**config.mk**
```make
export PLATFORM = sky130hd
export DESIGN_NAME = rv_dm_arbiter
export DESIGN_NICKNAME = d
export VERILOG_FILES = /design/src/rtl/rv_dm_arbiter.sv
export SDC_FILE = /design/constraint.sdc
export NUM_CORES = 1
export LEC_CHECK = 0
export CELL_PAD_IN_SITES_DETAIL_PLACEMENT = 0
export CELL_PAD_IN_SITES_GLOBAL_PLACEMENT = 1
export CORE_UTILIZATION = 29
export CTS_CLUSTER_DIAMETER = 50
export DETAILED_ROUTE_END_ITERATION = 12
export PLACE_DENSITY = 0.84
export SLEW_MARGIN = 20
export SYNTH_ARGS = -nofsm -noshare
export SYNTH_HDL_FRONTEND = slang
export SYNTH_SLANG_ARGS = --single-unit
export TNS_END_PERCENT = 5
```
**constraint.sdc**
```tcl
create_clock -name clk_i -period 2.5 [get_ports clk_i]
set_input_delay 0.375 -clock clk_i [delete_from_list [all_inputs] [get_ports clk_i]]
set_output_delay 0.375 -clock clk_i [all_outputs]
set_load 0.05 [all_outputs]
```
**src/rtl/rv_dm_arbiter.sv**
```systemverilog
// Two-port debug-memory arbiter with a timeout on the shared memory port.
// Define URV_DM_ARB_RR_EN for round-robin; the default build is fixed priority.
module rv_dm_arbiter #(
  parameter int unsigned TIMEOUT_CYCLES = 255
) (
  input  logic        clk_i,
  input  logic        rst_n_i,
  input  logic        p0_req_i,
  input  logic        p0_we_i,
  input  logic [31:0] p0_addr_i,
  input  logic [31:0] p0_wdata_i,
  input  logic [3:0]  p0_sel_i,
  output logic        p0_ready_o,
  output logic [31:0] p0_rdata_o,
  output logic        p0_err_o,
  input  logic        p1_req_i,
  input  logic        p1_we_i,
  input  logic [31:0] p1_addr_i,
  input  logic [31:0] p1_wdata_i,
  input  logic [3:0]  p1_sel_i,
  output logic        p1_ready_o,
  output logic [31:0] p1_rdata_o,
  output logic        p1_err_o,
  output logic        mem_req_o,
  output logic        mem_we_o,
  output logic [31:0] mem_addr_o,
  output logic [31:0] mem_wdata_o,
  output logic [3:0]  mem_sel_o,
  input  logic        mem_ack_i,
  input  logic [31:0] mem_rdata_i
);

  typedef enum logic [1:0] {
    IDLE,
    BUSY,
    DONE
  } state_t;

  localparam logic [15:0] CNT_LAST = 16'(TIMEOUT_CYCLES - 1);

  state_t      state;
  logic        owner;
  logic [15:0] cnt;
  logic        gnt;

`ifdef URV_DM_ARB_RR_EN
  logic rr_last;

  // On a tie the port not granted last time wins.
  always_comb begin
    gnt = ~p0_req_i;
    if (p0_req_i && p1_req_i) gnt = ~rr_last;
  end
`else
  always_comb begin
    gnt = ~p0_req_i;
  end
`endif

  always_ff @(posedge clk_i) begin
    if (!rst_n_i) begin
      state       <= IDLE;
      owner       <= 1'b0;
      cnt         <= '0;
      mem_req_o   <= 1'b0;
      mem_we_o    <= 1'b0;
      mem_addr_o  <= '0;
      mem_wdata_o <= '0;
      mem_sel_o   <= '0;
      p0_ready_o  <= 1'b0;
      p1_ready_o  <= 1'b0;
      p0_err_o    <= 1'b0;
      p1_err_o    <= 1'b0;
      p0_rdata_o  <= '0;
      p1_rdata_o  <= '0;
`ifdef URV_DM_ARB_RR_EN
      rr_last     <= 1'b1;
`endif
    end else begin
      p0_ready_o <= 1'b0;
      p1_ready_o <= 1'b0;
      p0_err_o   <= 1'b0;
      p1_err_o   <= 1'b0;
      unique case (state)
        IDLE: begin
          if (p0_req_i || p1_req_i) begin
            owner       <= gnt;
            mem_req_o   <= 1'b1;
            mem_we_o    <= gnt ? p1_we_i    : p0_we_i;
            mem_addr_o  <= gnt ? p1_addr_i  : p0_addr_i;
            mem_wdata_o <= gnt ? p1_wdata_i : p0_wdata_i;
            mem_sel_o   <= gnt ? p1_sel_i   : p0_sel_i;
            cnt         <= '0;
            state       <= BUSY;
`ifdef URV_DM_ARB_RR_EN
            rr_last     <= gnt;
`endif
          end
        end
        BUSY: begin
          // An ack in the limit cycle still completes without error.
          if (mem_ack_i) begin
            mem_req_o <= 1'b0;
            state     <= DONE;
            if (owner) begin
              p1_ready_o <= 1'b1;
              p1_rdata_o <= mem_rdata_i;
            end else begin
              p0_ready_o <= 1'b1;
              p0_rdata_o <= mem_rdata_i;
            end
          end else if (cnt == CNT_LAST) begin
            mem_req_o <= 1'b0;
            state     <= DONE;
            if (owner) begin
              p1_ready_o <= 1'b1;
              p1_err_o   <= 1'b1;
              p1_rdata_o <= '0;
            end else begin
              p0_ready_o <= 1'b1;
              p0_err_o   <= 1'b1;
              p0_rdata_o <= '0;
            end
          end else begin
            cnt <= cnt + 16'd1;
          end
        end
        DONE: begin
          state <= IDLE;
        end
        default: begin
          state <= IDLE;
        end
      endcase
    end
  end

endmodule

```
Word-level counts from Yosys, hierarchy flattened
Index checks and enable logic that the tools add are counted.
- input bits: 175
- output and inout port bits: 138
- flip-flop bits (word level): 157
- logic and storage cells: 67
- $add $sub $neg: 1
- eq/ne operators: 6
- mux-type cells: 30
- bitwise logic cells: 4
- reduce and logical (&&, ||, !) cells: 12
- operators with widths (cell ; count):
    32-bit two-way mux ; 10
    16-bit two-way mux ; 3
    16-bit one-hot mux with 2 select lines ; 1
    16-bit by 1-bit adder with 16-bit output, second input constant ; 1
    16-bit by 8-bit == test with 1-bit output, second input constant ; 1
    1-bit two-way mux ; 10
    3-bit AND reduction ; 3
    2-bit two-way mux ; 3
    2-bit inequality test, second input constant ; 3
    2-bit AND reduction ; 3
    4-bit two-way mux ; 1
    1-bit NOT ; 4
    2-bit one-hot mux with 2 select lines ; 1
    4-bit AND reduction ; 1
    2-bit nonzero test ; 2
    3-bit inequality test, second input constant ; 1
    3-bit OR reduction ; 1
    2-bit by 1-bit == test with 1-bit output, second input constant ; 1
    2-bit logical NOT ; 1
    1-bit one-hot mux with 2 select lines ; 1
    1-bit logical OR ; 1

Depth between registers and ports, before layout
- depth in word-level cells: 4
- depth in mapped cells: 8
- mapped depth without buffers: 6

Worst setup path before layout
No wires, ideal clock.
- kind: reg2reg
- start point: reg cnt[0]
- end point: reg cnt[7]
- buffers on the path: 1
- arrival time: 1733 ps
- clock period less this slack: 1804 ps
- setup slack: 696 ps
- data required time: 2429 ps
- library setup time: 71 ps
- stages on the path, launching flop included: 8
- cell sequence: dfxtp_1 -> inv_1 -> ha_1 -> and3b_1 -> and4_1 -> buf_2 -> or4_1 -> a21oi_1
- longest elaborated chain between the ends: 4
- elaborated cells on any way between the ends: 7
- those cells by class: add/sub (1); eq/ne (2); mux (3); reduce/logical (1)
- ends and longest elaborated chain (item ; RTL line ; RTL):
    from (decl) ; 43 ; logic [15:0] cnt;
    from (signal assigned) ; 125 ; cnt <= cnt + 16'd1;
    16-bit by 1-bit adder with 16-bit output ; 125 ;
    16-bit two-way mux ; 112 ; end else if (cnt == CNT_LAST) begin
    16-bit two-way mux ; 102 ; if (mem_ack_i) begin
    16-bit one-hot mux with 2 select lines ; 84 ; unique case (state)
Parallel ways exist; a longest one is shown, timed or not. The select of a mux whose other input is x is not followed.
A chain may end at the register's enable or synchronous reset.

Final worst setup path
- start point: reg cnt[7]
- end point: reg cnt[2]
- longest elaborated chain between the ends: 3
- ends and longest elaborated chain (item ; RTL line):
    16-bit by 8-bit == test with 1-bit output ; 112
    2-bit inequality test (no source line) ; -
    4-bit AND reduction (no source line) ; -
Every way passes these cells.

==> metrics.yaml <==
root_buffer: "clkbuf_16"
chipWidth_um: 152
slowest_stage: "and4_1"
arrival_ns: 2.39
yosysWarnings: 0
top_level_ports: 313
cts_buffers: 17
hold_slack_ns: 0.327
critPathTopFamily: "simple AND/OR/NAND/NOR gates"
syn_area_per_cell_um2: 9.08
vdd_drop_max_v: 0.000376
post_cts_buffers: 0
rsz0062_at_grt: "no"
grt_usage: 0.186
min-delay-path-class: "input pin to flop"
gp_congestion: 0.815
first_pass_iters: 4
cp.buffers_inverters: 0
grt_max_degree: 90
wl_per_cell_um: 16.7
die-area_um2: 23000
synthDistinctLibCells: 49
place_area_um2: 9980
seq_power_share: 0.389
fin_tns_setup_ns: 0
max_stage_delay_ns: 0.62
critPathLaunchType: "flop"
overflow: 0
cts_tree: "done"
dp_hpwl_um: 15700
syn_nets: 891
fin_area_um2: 10600
crit_type: "flop to flop"
drive_gt1_frac: 0.0716
holdPathStages: 2
htree_num_levels: 4
period_share: 0.825
finalCriticalPeriod_ns: 2.06
netlist_area_um2: 6480
antenna_found_initial: 3
numClockSinks: 157
fp.coreArea_um2: 21900
tightestPinTransition_ns: 0.625
die_h_um: 152
status: "complete, no violations"
internal_power_mw: 4.73
routed_wl_um: 21700
maxSlewViolCount: 0
final_hold_viol_count: 0
multi_input_comb_area_um2: 3070
layout_common_cells: "310 x clkdlybuf4s50_1, 157 x dfxtp_1, 79 x nor2_1"
cts_resized: 0
vias: 6407
setup_viol: 0
start_util: 0.296
grt_pass1_wl_um: 32500
drt_iter0_drc: 272
area_growth_pct: 62.7
crit_required_ns: 2.83
path_clk_slew_ns: 0.06
cp_num_cells: 4
reg2reg_depth: 4
critPathMaxFanout: 17
combPwrFrac: 0.254
ys_seq_elements: 157
n_fill_cell: 2104
swShare: 0.332
skew_ns: 0.0153
powerDensity_nw_per_um2: 672
postCtsHoldBufs: 0
synthFlopType: "dfxtp_1"
layout.nets: 1183
relSlewSlack: 0.582
rows: 54
cap_viol_max_count: 0
port_buffers: 312
post-route-drc-count: 0
p_clk_frac: 0.357
cts_max_path_buffers: 2
p_sw_mw: 2.35
drtAntennaViolNets: 0
endpoint_kind: "flop"
synth_edf_count: 0
fmaxAchievable_mhz: 485
layout.area.seq_um2: 3140
via_per_inst: 4.93
ys_seq_area_frac: 0.485
grt_pass1_vias: 5926
final_common_cell: "clkdlybuf4s50_1"
synthArstFlopShare: 0
path_cells: "nor4b_2 -> and4_1 -> o21ai_0 -> a221oi_1"
netlist_instances: 714
leakagePower_nw: 3.94
clk_latency_ns: 0.43
registers in the layout, summed over array words and instances, names as in the netlist:
signal	count
cnt	16
mem_addr_o	32
mem_req_o	1
mem_sel_o	4
mem_wdata_o	32
mem_we_o	1
owner	1
p0_err_o	1
p0_rdata_o	32
p0_ready_o	1
p1_err_o	1
p1_rdata_o	32
p1_ready_o	1
state	2
cell usage after synthesis (2+ instances only):
| cell type | count | share of area |
|---|---|---|
| and4_1 | 2 | 0.0027 |
| a211oi_1 | 70 | 0.081 |
| nor2_1 | 80 | 0.046 |
| nand3b_1 | 3 | 0.0035 |
| o211ai_1 | 10 | 0.012 |
| ha_1 | 2 | 0.0039 |
| dfxtp_1 | 157 | 0.48 |
| and2_1 | 2 | 0.0019 |
| buf_2 | 12 | 0.0093 |
| nand2_1 | 71 | 0.041 |
| clkbuf_1 | 47 | 0.027 |
| or2_2 | 3 | 0.0029 |
| nor3b_1 | 3 | 0.0035 |
| a211o_1 | 2 | 0.0027 |
| a21oi_1 | 8 | 0.0062 |
| o22ai_1 | 64 | 0.062 |
| nand2b_1 | 5 | 0.0048 |
| nand4_1 | 4 | 0.0039 |
| nor4_1 | 5 | 0.0048 |
| inv_1 | 7 | 0.0041 |
| mux2i_1 | 70 | 0.11 |
| o21ai_0 | 6 | 0.0046 |
| or4_1 | 3 | 0.0035 |
| nor3_1 | 4 | 0.0031 |
| buf_1 | 5 | 0.0029 |
| and3_1 | 3 | 0.0029 |
| nand3_1 | 43 | 0.033 |
| a21oi_2 | 2 | 0.0027 |
final cells by class:
cell class,count,share of cell area
multi-input combinational,486,0.291
clock buffer,17,0.0403
sequential,157,0.298
inverter,7,0.00249
timing repair buffer,337,0.322
tap,280,0.0332
antenna,1,0.000237
clock inverter,15,0.0136
power by group through the flow:
stage | logic [mW] | registers [mW] | clock network (mW)
global placement | 1.81 | 2.81 | 0
detailed placement | 1.81 | 2.81 | 0
floorplan | 0.460 | 3.37 | 0
CTS | 1.82 | 2.76 | 2.61
finish | 1.80 | 2.76 | 2.53
global route | 1.91 | 2.78 | 2.72
metal layers:
metal	vias to the layer above	routed length, um	track usage
li1	3214	-	-
met3	20	2300	0.0754
met1	2916	8820	0.222
met2	255	10300	0.303
met4	2	285	0.0584
met5	-	11	0
final timing paths:
path,start,slack [ns],to
max,cnt[7],0.44,cnt[2]
min,rst_n_i,0.33,mem_req_o
max reg2reg,cnt[7],0.44,cnt[2]
min reg2reg,p0_rdata_o[7],0.46,p0_rdata_o[7]
logic make-up after synthesis:
logic type / count (synthesis) / share of synthesized area
adder cells (fa/ha/maj): 2 / 0.00386
multiplexers: 70 / 0.108
AND/OR/NAND/NOR: 242 / 0.176
flip-flops: 157 / 0.485
buffers and inverters: 71 / 0.0434
AO/OA/AOI/OAI: 172 / 0.184
worst register-to-register path: cells and delay by family, from the launching register on:
| family | cells | cell delay [ns] |
|---|---|---|
| simple gates | 2 | 0.95 |
| compound gates | 2 | 0.55 |
| flops | 1 | 0.47 |
stage by stage:
step / setup WS [ns] / util / instances / power [mW]
finish: 0.436 / 0.482 / 1300 / 7.09
global route: 0.298 / 0.482 / 1300 / 7.41
CTS: 0.438 / 0.482 / 1299 / 7.18
detailed placement: 0.226 / 0.456 / 1267 / 4.62
global placement: 0.249 / 0.456 / 1267 / 4.62
floorplan: 0.696 / - / 714 / 3.83
Power figures use the tool's default switching activity.
